==> src/rtl/dht11_responder_if.sv <==
// Line-side and payload signals of the DHT11 responder.
// The master is the host or bench; the slave is the responder.
interface dht11_responder_if;
   logic        dht_in;
   logic        dht_drive_low;
   logic [7:0]  hum_int;
   logic [7:0]  hum_float;
   logic [7:0]  temp_int;
   logic [7:0]  temp_float;
   logic        bad_checksum;
   logic        busy;
   logic        done;
   logic [15:0] frame_count;

   modport master (
      output dht_in, hum_int, hum_float, temp_int, temp_float, bad_checksum,
      input  dht_drive_low, busy, done, frame_count
   );

   modport slave (
      input  dht_in, hum_int, hum_float, temp_int, temp_float, bad_checksum,
      output dht_drive_low, busy, done, frame_count
   );
endinterface

==> src/rtl/dht11_responder.sv <==
// DHT11 sensor emulator: accepts a host start pulse, answers with presence,
// then shifts out a 40-bit humidity/temperature/checksum frame open-drain.
module dht11_responder #(
   parameter int CYCLES_PER_US = 50,
   parameter int MIN_START_US  = 10000,
   parameter int RESP_DELAY_US = 30
) (
   input  logic               clk,
   input  logic               rst,
   dht11_responder_if.slave   dht_if
);

   typedef enum logic [2:0] {
      IDLE, START_LOW, WAIT_HOST, RESP_LOW, RESP_HIGH, BIT_LOW, BIT_HIGH, END_LOW
   } state_t;

   localparam int PW = (CYCLES_PER_US > 1) ? $clog2(CYCLES_PER_US) : 1;
   localparam logic [PW-1:0] PRESC_MAX = PW'(CYCLES_PER_US - 1);
   // START_LOW is entered one cycle after the low was seen, so its
   // prescaler starts one step ahead to measure the host pulse exactly.
   localparam logic [PW-1:0] PRESC_START = (CYCLES_PER_US > 1) ? PW'(1) : '0;

   state_t        state_q, state_d;
   logic [1:0]    sync_q;
   logic [PW-1:0] presc_q, presc_d;
   logic [15:0]   us_q, us_d;
   logic [5:0]    idx_q, idx_d;
   logic [39:0]   frame_q, frame_d;
   logic          drive_q, drive_d;
   logic          busy_q, busy_d;
   logic          done_q, done_d;
   logic [15:0]   fc_q, fc_d;

   logic          s_in;
   logic          tick;
   logic          phase_end;
   logic [15:0]   dur_us;
   logic [7:0]    cks;

   assign s_in = sync_q[1];
   assign tick = (presc_q == PRESC_MAX);
   assign cks  = (dht_if.hum_int + dht_if.hum_float + dht_if.temp_int + dht_if.temp_float)
                 ^ {7'd0, dht_if.bad_checksum};

   always_comb begin
      state_d   = state_q;
      idx_d     = idx_q;
      frame_d   = frame_q;
      done_d    = 1'b0;
      fc_d      = fc_q;
      dur_us    = 16'd0;
      phase_end = 1'b0;

      unique case (state_q)
         WAIT_HOST:          dur_us = 16'(RESP_DELAY_US);
         RESP_LOW,RESP_HIGH: dur_us = 16'd80;
         BIT_LOW, END_LOW:   dur_us = 16'd50;
         BIT_HIGH:           dur_us = frame_q[39] ? 16'd70 : 16'd26;
         default:            dur_us = 16'd0;
      endcase
      phase_end = tick && (us_q == dur_us - 16'd1);

      unique case (state_q)
         IDLE: if (!s_in) state_d = START_LOW;
         START_LOW: begin
            if (s_in) begin
               if (us_q >= 16'(MIN_START_US)) begin
                  frame_d = {dht_if.hum_int, dht_if.hum_float,
                             dht_if.temp_int, dht_if.temp_float, cks};
                  state_d = WAIT_HOST;
               end else begin
                  state_d = IDLE;
               end
            end
         end
         WAIT_HOST: if (phase_end) state_d = RESP_LOW;
         RESP_LOW:  if (phase_end) state_d = RESP_HIGH;
         RESP_HIGH: begin
            if (phase_end) begin
               idx_d   = 6'd0;
               state_d = BIT_LOW;
            end
         end
         BIT_LOW:   if (phase_end) state_d = BIT_HIGH;
         BIT_HIGH: begin
            if (phase_end) begin
               if (idx_q < 6'd39) begin
                  idx_d   = idx_q + 6'd1;
                  frame_d = {frame_q[38:0], 1'b0};
                  state_d = BIT_LOW;
               end else begin
                  state_d = END_LOW;
               end
            end
         end
         END_LOW: begin
            if (phase_end) begin
               done_d  = 1'b1;
               fc_d    = fc_q + 16'd1;
               state_d = IDLE;
            end
         end
         default: state_d = IDLE;
      endcase

      if (state_d != state_q) begin
         presc_d = (state_d == START_LOW) ? PRESC_START : '0;
         us_d    = 16'd0;
      end else begin
         presc_d = tick ? '0 : presc_q + PW'(1);
         us_d    = (tick && us_q != 16'hFFFF) ? us_q + 16'd1 : us_q;
      end

      drive_d = (state_d == RESP_LOW) || (state_d == BIT_LOW) || (state_d == END_LOW);
      busy_d  = (state_d != IDLE) && (state_d != START_LOW);
   end

   always_ff @(posedge clk) begin
      if (rst) begin
         state_q <= IDLE;
         sync_q  <= 2'b11;
         presc_q <= '0;
         us_q    <= 16'd0;
         idx_q   <= 6'd0;
         frame_q <= 40'd0;
         drive_q <= 1'b0;
         busy_q  <= 1'b0;
         done_q  <= 1'b0;
         fc_q    <= 16'd0;
      end else begin
         state_q <= state_d;
         sync_q  <= {sync_q[0], dht_if.dht_in};
         presc_q <= presc_d;
         us_q    <= us_d;
         idx_q   <= idx_d;
         frame_q <= frame_d;
         drive_q <= drive_d;
         busy_q  <= busy_d;
         done_q  <= done_d;
         fc_q    <= fc_d;
      end
   end

   assign dht_if.dht_drive_low = drive_q;
   assign dht_if.busy          = busy_q;
   assign dht_if.done          = done_q;
   assign dht_if.frame_count   = fc_q;

endmodule

==> src/flat_wrapper.sv <==
// flat-port wrapper written by rule: the top's interface ports become plain ports
module dht11_responder_flat 
#(
   parameter int CYCLES_PER_US = 50,
   parameter int MIN_START_US  = 10000,
   parameter int RESP_DELAY_US = 30
)
  (clk, rst, dht_if_dht_in, dht_if_hum_int, dht_if_hum_float, dht_if_temp_int, dht_if_temp_float, dht_if_bad_checksum, dht_if_dht_drive_low, dht_if_busy, dht_if_done, dht_if_frame_count);
  dht11_responder_if dht_if_i ();
  input  logic clk;
  input  logic rst;
  input wire logic [$bits(dht_if_i.dht_in)-1:0] dht_if_dht_in;
  input wire logic [$bits(dht_if_i.hum_int)-1:0] dht_if_hum_int;
  input wire logic [$bits(dht_if_i.hum_float)-1:0] dht_if_hum_float;
  input wire logic [$bits(dht_if_i.temp_int)-1:0] dht_if_temp_int;
  input wire logic [$bits(dht_if_i.temp_float)-1:0] dht_if_temp_float;
  input wire logic [$bits(dht_if_i.bad_checksum)-1:0] dht_if_bad_checksum;
  output wire logic [$bits(dht_if_i.dht_drive_low)-1:0] dht_if_dht_drive_low;
  output wire logic [$bits(dht_if_i.busy)-1:0] dht_if_busy;
  output wire logic [$bits(dht_if_i.done)-1:0] dht_if_done;
  output wire logic [$bits(dht_if_i.frame_count)-1:0] dht_if_frame_count;
  assign dht_if_i.dht_in = dht_if_dht_in;
  assign dht_if_i.hum_int = dht_if_hum_int;
  assign dht_if_i.hum_float = dht_if_hum_float;
  assign dht_if_i.temp_int = dht_if_temp_int;
  assign dht_if_i.temp_float = dht_if_temp_float;
  assign dht_if_i.bad_checksum = dht_if_bad_checksum;
  assign dht_if_dht_drive_low = dht_if_i.dht_drive_low;
  assign dht_if_busy = dht_if_i.busy;
  assign dht_if_done = dht_if_i.done;
  assign dht_if_frame_count = dht_if_i.frame_count;
  dht11_responder #(.CYCLES_PER_US(CYCLES_PER_US), .MIN_START_US(MIN_START_US), .RESP_DELAY_US(RESP_DELAY_US)) u_core (.clk(clk), .rst(rst), .dht_if(dht_if_i));
endmodule
==> config.mk <==
export PLATFORM = sky130hd
export DESIGN_NAME = dht11_responder_flat
export DESIGN_NICKNAME = d
export VERILOG_FILES = /design/src/rtl/dht11_responder_if.sv /design/src/rtl/dht11_responder.sv /design/src/flat_wrapper.sv
export SDC_FILE = /design/constraint.sdc
export NUM_CORES = 1
export LEC_CHECK = 0
export ABC_AREA = 1
export CAP_MARGIN = 20
export CORE_MARGIN = 10
export CORE_UTILIZATION = 45
export CTS_BUF_LIST = sky130_fd_sc_hd__clkbuf_8
export DETAILED_ROUTE_END_ITERATION = 7
export MAX_ROUTING_LAYER = met4
export PLACE_DENSITY = 0.65
export SETUP_SLACK_MARGIN = 0.3
export SYNTH_ARGS = -nofsm -noshare
export SYNTH_HDL_FRONTEND = slang
export SYNTH_SLANG_ARGS = --single-unit
==> constraint.sdc <==
create_clock -name clk -period 8.8 [get_ports clk]
set_input_delay 1.76 -clock clk [delete_from_list [all_inputs] [get_ports clk]]
set_output_delay 1.76 -clock clk [all_outputs]
set_load 0.01 [all_outputs]
=== Yosys cells after proc, flatten, opt, wreduce, memory -nomap -nowiden ===
Index checks and enable logic that the tools add are counted.

* Output and inout port bits: 19
* Word-level logic and storage cells: 85
* Bits in registers: 92
* Bits of input ports: 36

* Eq/ne operators: 21
* Order comparisons: 2
* Reduce and logical (&&, ||, !) cells: 16
* Add/subtract/negate cells: 8
* Bitwise logic cells: 2
* Mux-type cells: 26

{| class="wikitable"
|+ Operators by type and width
! operator !! count
|-
| $mux W40 || 4
|-
| $pmux W40 S2 || 1
|-
| $pmux W16 S4 || 1
|-
| $add A16 B1 Y16 const B || 2
|-
| $mux W6 || 5
|-
| $add A8 B8 Y8 || 3
|-
| $mux W3 || 8
|-
| $pmux W3 S8 || 1
|-
| $eq A3 B3 Y1 const B || 6
|-
| $eq A16 B16 Y1 || 1
|-
| $ge A16 B14 Y1 const B || 1
|-
| $ne A16 B16 Y1 const B || 1
|-
| $sub A16 B1 Y16 const B || 1
|-
| $add A6 B1 Y6 const B || 2
|-
| $pmux W6 S2 || 1
|-
| $ne A2 B1 Y1 const B || 5
|-
| $eq A3 B2 Y1 const B || 3
|-
| $reduce_or A2 Y1 || 4
|-
| $xor A8 B1 Y8 || 1
|-
| $mux W7 || 1
|-
| $eq A3 B1 Y1 const B || 2
|-
| $eq A6 B6 Y1 const B || 1
|-
| $lt A6 B6 Y1 const B || 1
|-
| $reduce_and A5 Y1 || 1
|-
| other kinds (12) || 18
|}

=== Logic depth before layout (Yosys ltp) ===
* Depth in word-level cells: 11
* Gate-level depth with buffers: 23
* Depth with buffers taken out: 22

=== Worst setup path before layout ===
No wires, ideal clock.

* Kind: input-to-reg
* From: input dht_if_temp_float[1]
* To: register u_core.frame_q[7]
* Buffers on the path: 0
* Required time: 8,685 ps
* Setup time: 115 ps
* Path slack: 4,573 ps
* Arrival time: 4,112 ps
* Cell stages on the path: 13
* Path through: fa_1 fa_1 ha_1 inv_1 fa_1 o21ai_0 nand2_1 nand2_1 a21oi_1 xnor2_1 o21ai_0 nor2_1 nor2_1

* Longest elaborated chain between the ends: 5

{| class="wikitable"
|+ Ends and longest elaborated chain
! element !! RTL line !! source
|-
| from (decl) || flat_wrapper.sv:16 || <nowiki>input wire logic [$bits(dht_if_i.temp_float)-1:0] dht_if_temp_float;</nowiki>
|-
| $add A8 B8 Y8 || dht11_responder.sv:42 || <nowiki>assign cks = (dht_if.hum_int + dht_if.hum_float + dht_if.temp_int + dht_if.temp_float)</nowiki>
|-
| $xor A8 B1 Y8 || dht11_responder.sv:43 || <nowiki>^ {7'd0, dht_if.bad_checksum};</nowiki>
|-
| $mux W40 || dht11_responder.sv:67 || <nowiki>if (us_q >= 16'(MIN_START_US)) begin</nowiki>
|-
| $mux W40 || dht11_responder.sv:66 || <nowiki>if (s_in) begin</nowiki>
|-
| $pmux W40 S2 || dht11_responder.sv:63 || <nowiki>unique case (state_q)</nowiki>
|-
| to (signal assigned) || dht11_responder.sv:136 || <nowiki>frame_q <= frame_d;</nowiki>
|-
| to (decl) || dht11_responder.sv:28 || <nowiki>logic [39:0] frame_q, frame_d;</nowiki>
|}

No other way between the ends. The select of a mux whose other input is x is not followed.
A chain may end at the register's enable or synchronous reset.

=== Worst setup path after layout ===
* From: input dht_if_hum_float[1]
* To: register u_core.frame_q[7]

* Longest elaborated chain between the ends: 7

{| class="wikitable"
|+ Ends and longest elaborated chain
! element !! RTL line !! source
|-
| from (decl) || flat_wrapper.sv:14 || <nowiki>input wire logic [$bits(dht_if_i.hum_float)-1:0] dht_if_hum_float;</nowiki>
|-
| $add A8 B8 Y8 (3 in a row) || dht11_responder.sv:42 ||
|-
| $xor A8 B1 Y8 || dht11_responder.sv:43 ||
|-
| $mux W40 || dht11_responder.sv:67 ||
|-
| $mux W40 || dht11_responder.sv:66 ||
|-
| $pmux W40 S2 || dht11_responder.sv:63 ||
|}

No other way between the ends. The select of a mux whose other input is x is not followed.

==> run summary <==
met3 Usage GRT: 2.57%
Mapped Cells: 744
DP HPWL: 10.1 mm
Initial Util: 45.7%
setup TNS: 0 ns
DR pass1 iterations: 6
Tcrit/Tclk final: 51.2%
detailed router's first-iteration violation count: 313
YS warnings: 0
WP data required: 9.08 ns
largest fanout on the critical path: 2
peak supply drop: 0.104 mV
Synth top area share: 32.2%
Period minus WS final: 4.51 ns
Synth area leaders: dfxtp_1 32%, nand2_1 9.1%, mux2i_1 5.8%, nor2_1 5.0%, fa_1 4.9%
RePlAce Congestion: 0.893
Worst-path clk slew: 0.09 ns
Yosys reg bits: 92
RSZ-0062 raised after global routing: no
Die Wd: 133 um
die area: 17,600 um^2
CTS sink cnt: 92
CTS HTree Levels: 3
pin slew with the least headroom to its limit: 0.915 ns
Critical Path Max Stage Delay: 0.53 ns
clk root buf: clkbuf_8
Int Power: 0.584 mW
grt ovf: 0
Post-CTS Setup Bufs: 0
Clock Tree Buf Depth: 2
skew final: 0.0189 ns
average wire per standard cell: 13.9 um
crit-path cells: clkdlybuf4s50_1, fa_1, fa_1, ha_1, inv_1, fa_1, o21ai_0, nand2_1, nand2_1, a21oi_1, xnor2_1, o21ai_0, nor2_1, nor2_1
Yosys cell types: 41
post-cts sizing count: 0
CTS tree: built
sw frac: 28.4%
final hold vios: 0
share of cells above drive strength 1: 10.2%
Core Region: 12,500 um^2
status: completed
Pwr Total: 0.817 mW
Slowest cell on crit path: fa_1
NetSw: 0.232 mW
ant diodes: 0
# DRC: 0
Logic pwr share: 16.7%
routed wire length: 13.3 mm
Worst Setup Start Kind: primary input
global-route wire length before repair: 22.6 mm
crit-path leading delay family: adder cells
f_max: 222 MHz
CTS buffer count: 9
CP arrival: 4.78 ns
grt met2 use: 25.2%
CP endpoint kind: register
cts hold-fix bufs: 0
Top Usage Layer GRT: met2
floorplan row count: 41
die height: 133 um
nets@finish: 845
Max-slew headroom: 39.0%
Global Route Usage Sum: 15.7%
final setup fails: 0
Clock power frac: 31.9%
port bufs: 54
max-slew violations: 0
area delta synth->final: 12.5%
ANT nets after route: 0
IO Count: 55
Power Density: 127 nW/um^2
HP Class: register to register
critical path buffer and inverter count: 2
Leak: 2.32 nW
Seq pwr share: 51.4%
setup slack after placement: 3.85 ns
latest clock arrival within the worst-skew pair: 0.39 ns
Max Cap Violations: 0
sequential area share after synthesis: 32.2%
cell taking the most area after synthesis: dfxtp_1
vias per cell: 5.18
CP most frequent cell: fa_1
setup ws final: 4.29 ns
Avg Cell Area, Syn: 7.70 um^2
largest net degree at the start of global routing: 79
met1 Usage GRT: 18.9%
number of global-route vias before repair: 4,829
syn_nets: 809
synthesized area: 5730 um^2
Vias: 4,961
Crit Path Class: primary input to register
initial antenna violation count: 0
## synthesized netlist by cell type
master,n
clkinv_1,1
dfxtp_1,92
buf_8,2
nor2_2,3
and2_1,1
xnor2_1,18
buf_6,10
nand2_2,6
o211a_1,1
nand2_4,5
a211o_1,1
a21oi_2,27
mux2i_1,33
nor2_4,3
buf_4,4
clkbuf_1,11
xor2_1,19
or2_2,5
ha_1,15
nand3_2,3
a31oi_1,3
nand4_1,17
o21ai_0,15
buf_2,5
nand2b_1,1
nand3_1,53
inv_1,45
o211ai_1,4
clkinv_2,2
fa_1,14
o21ai_1,38
nor4_1,2
a21oi_1,48
inv_2,4
o21ai_2,2
o21a_1,1
o31ai_1,1
inv_4,2
nand2_1,139
nor2_1,77
nor3_1,11
## worst paths after layout
check	from	endpoint	slack (ns)	depth (start not counted)
max	dht_if_hum_float[1]	u_core.frame_q[7]	4.29	14
min	u_core.sync_q[0]	u_core.sync_q[1]	0.43	1
min reg2reg	u_core.sync_q[0]	u_core.sync_q[1]	0.43	1
max reg2reg	u_core.state_q[0]	u_core.frame_q[6]	5.21	17
## flip-flops by register name, summed over array words and instances, names as in the netlist
name	flops
u_core.frame_q	40
u_core.dht_if.frame_count	16
u_core.us_q	16
u_core.idx_q	6
u_core.presc_q	6
u_core.state_q	3
u_core.sync_q	2
u_core.dht_if.busy	1
u_core.dht_if.dht_drive_low	1
u_core.dht_if.done	1
## power groups by stage
stage | clock (mW) | combinational [mW] | sequential [mW]
after floorplan | 0 | 0.0957 | 0.429
after global placement | 0 | 0.135 | 0.429
after detailed placement | 0 | 0.138 | 0.429
after CTS | 0.270 | 0.139 | 0.420
after global routing | 0.285 | 0.155 | 0.420
final | 0.260 | 0.136 | 0.420
## kinds of logic (layout without fill, tap and decap cells)
kind of cell | after synthesis | after routing | synth area share [%]
and+or+nand+nor | 326 | 326 | 25.7
AOI/OAI and AO/OA | 141 | 141 | 14.7
DFF | 92 | 92 | 32.2
buffers and inverters | 86 | 127 | 7.85
xor gates and xnor gates | 37 | 37 | 5.66
muxes | 33 | 33 | 5.77
adders and majority gates | 29 | 29 | 8.17
## cell usage in the layout (no fill, tap or decap), types with 3 or more instances in the layout
cell type	n
nand2_2	6
o21ai_1	38
nor2_2	3
or2_2	5
nor2_1	76
dfxtp_1	92
clkinv_2	4
clkbuf_8	9
nand3_1	53
inv_1	47
a21oi_1	48
o21ai_0	15
inv_2	4
buf_4	3
fa_1	14
clkdlybuf4s50_1	54
nand2_4	5
a31oi_1	3
nand2_1	139
xor2_1	19
o211ai_1	4
xnor2_1	18
mux2i_1	33
ha_1	15
nor3_1	11
nand3_2	3
nor2_4	4
a21oi_2	27
nand4_1	17
## final cells by class
| type | count | area [um^2] |
|---|---|---|
| clock buffers | 9 | 124 |
| clock inverters | 7 | 43.8 |
| fillers | 1281 | 6080 |
| inverters | 54 | 210 |
| multi-input cells | 566 | 3440 |
| flip-flops and latches | 92 | 1840 |
| well taps | 172 | 215 |
| repair buffers | 57 | 563 |
## routing by layer
layer | wire length [um] | vias to the layer above
met5 | 0 | -
met4 | 308 | 0
met3 | 458 | 22
met2 | 6180 | 106
met1 | 6370 | 2287
li1 | - | 2546
## metrics by stage
step           hold WS (ns)  instances  cell area (um^2)  utilization, %
6_report              0.431        957              6440            51.4
4_1_cts               0.435        957              6440            51.4
2_1_floorplan         0.389        744              5730               -
5_1_grt               0.471        957              6440            51.4
3_5_place_dp          0.404        941              6270            50.1
3_3_place_gp          0.402        941              6270            50.1
Power figures use the tool's default switching activity.
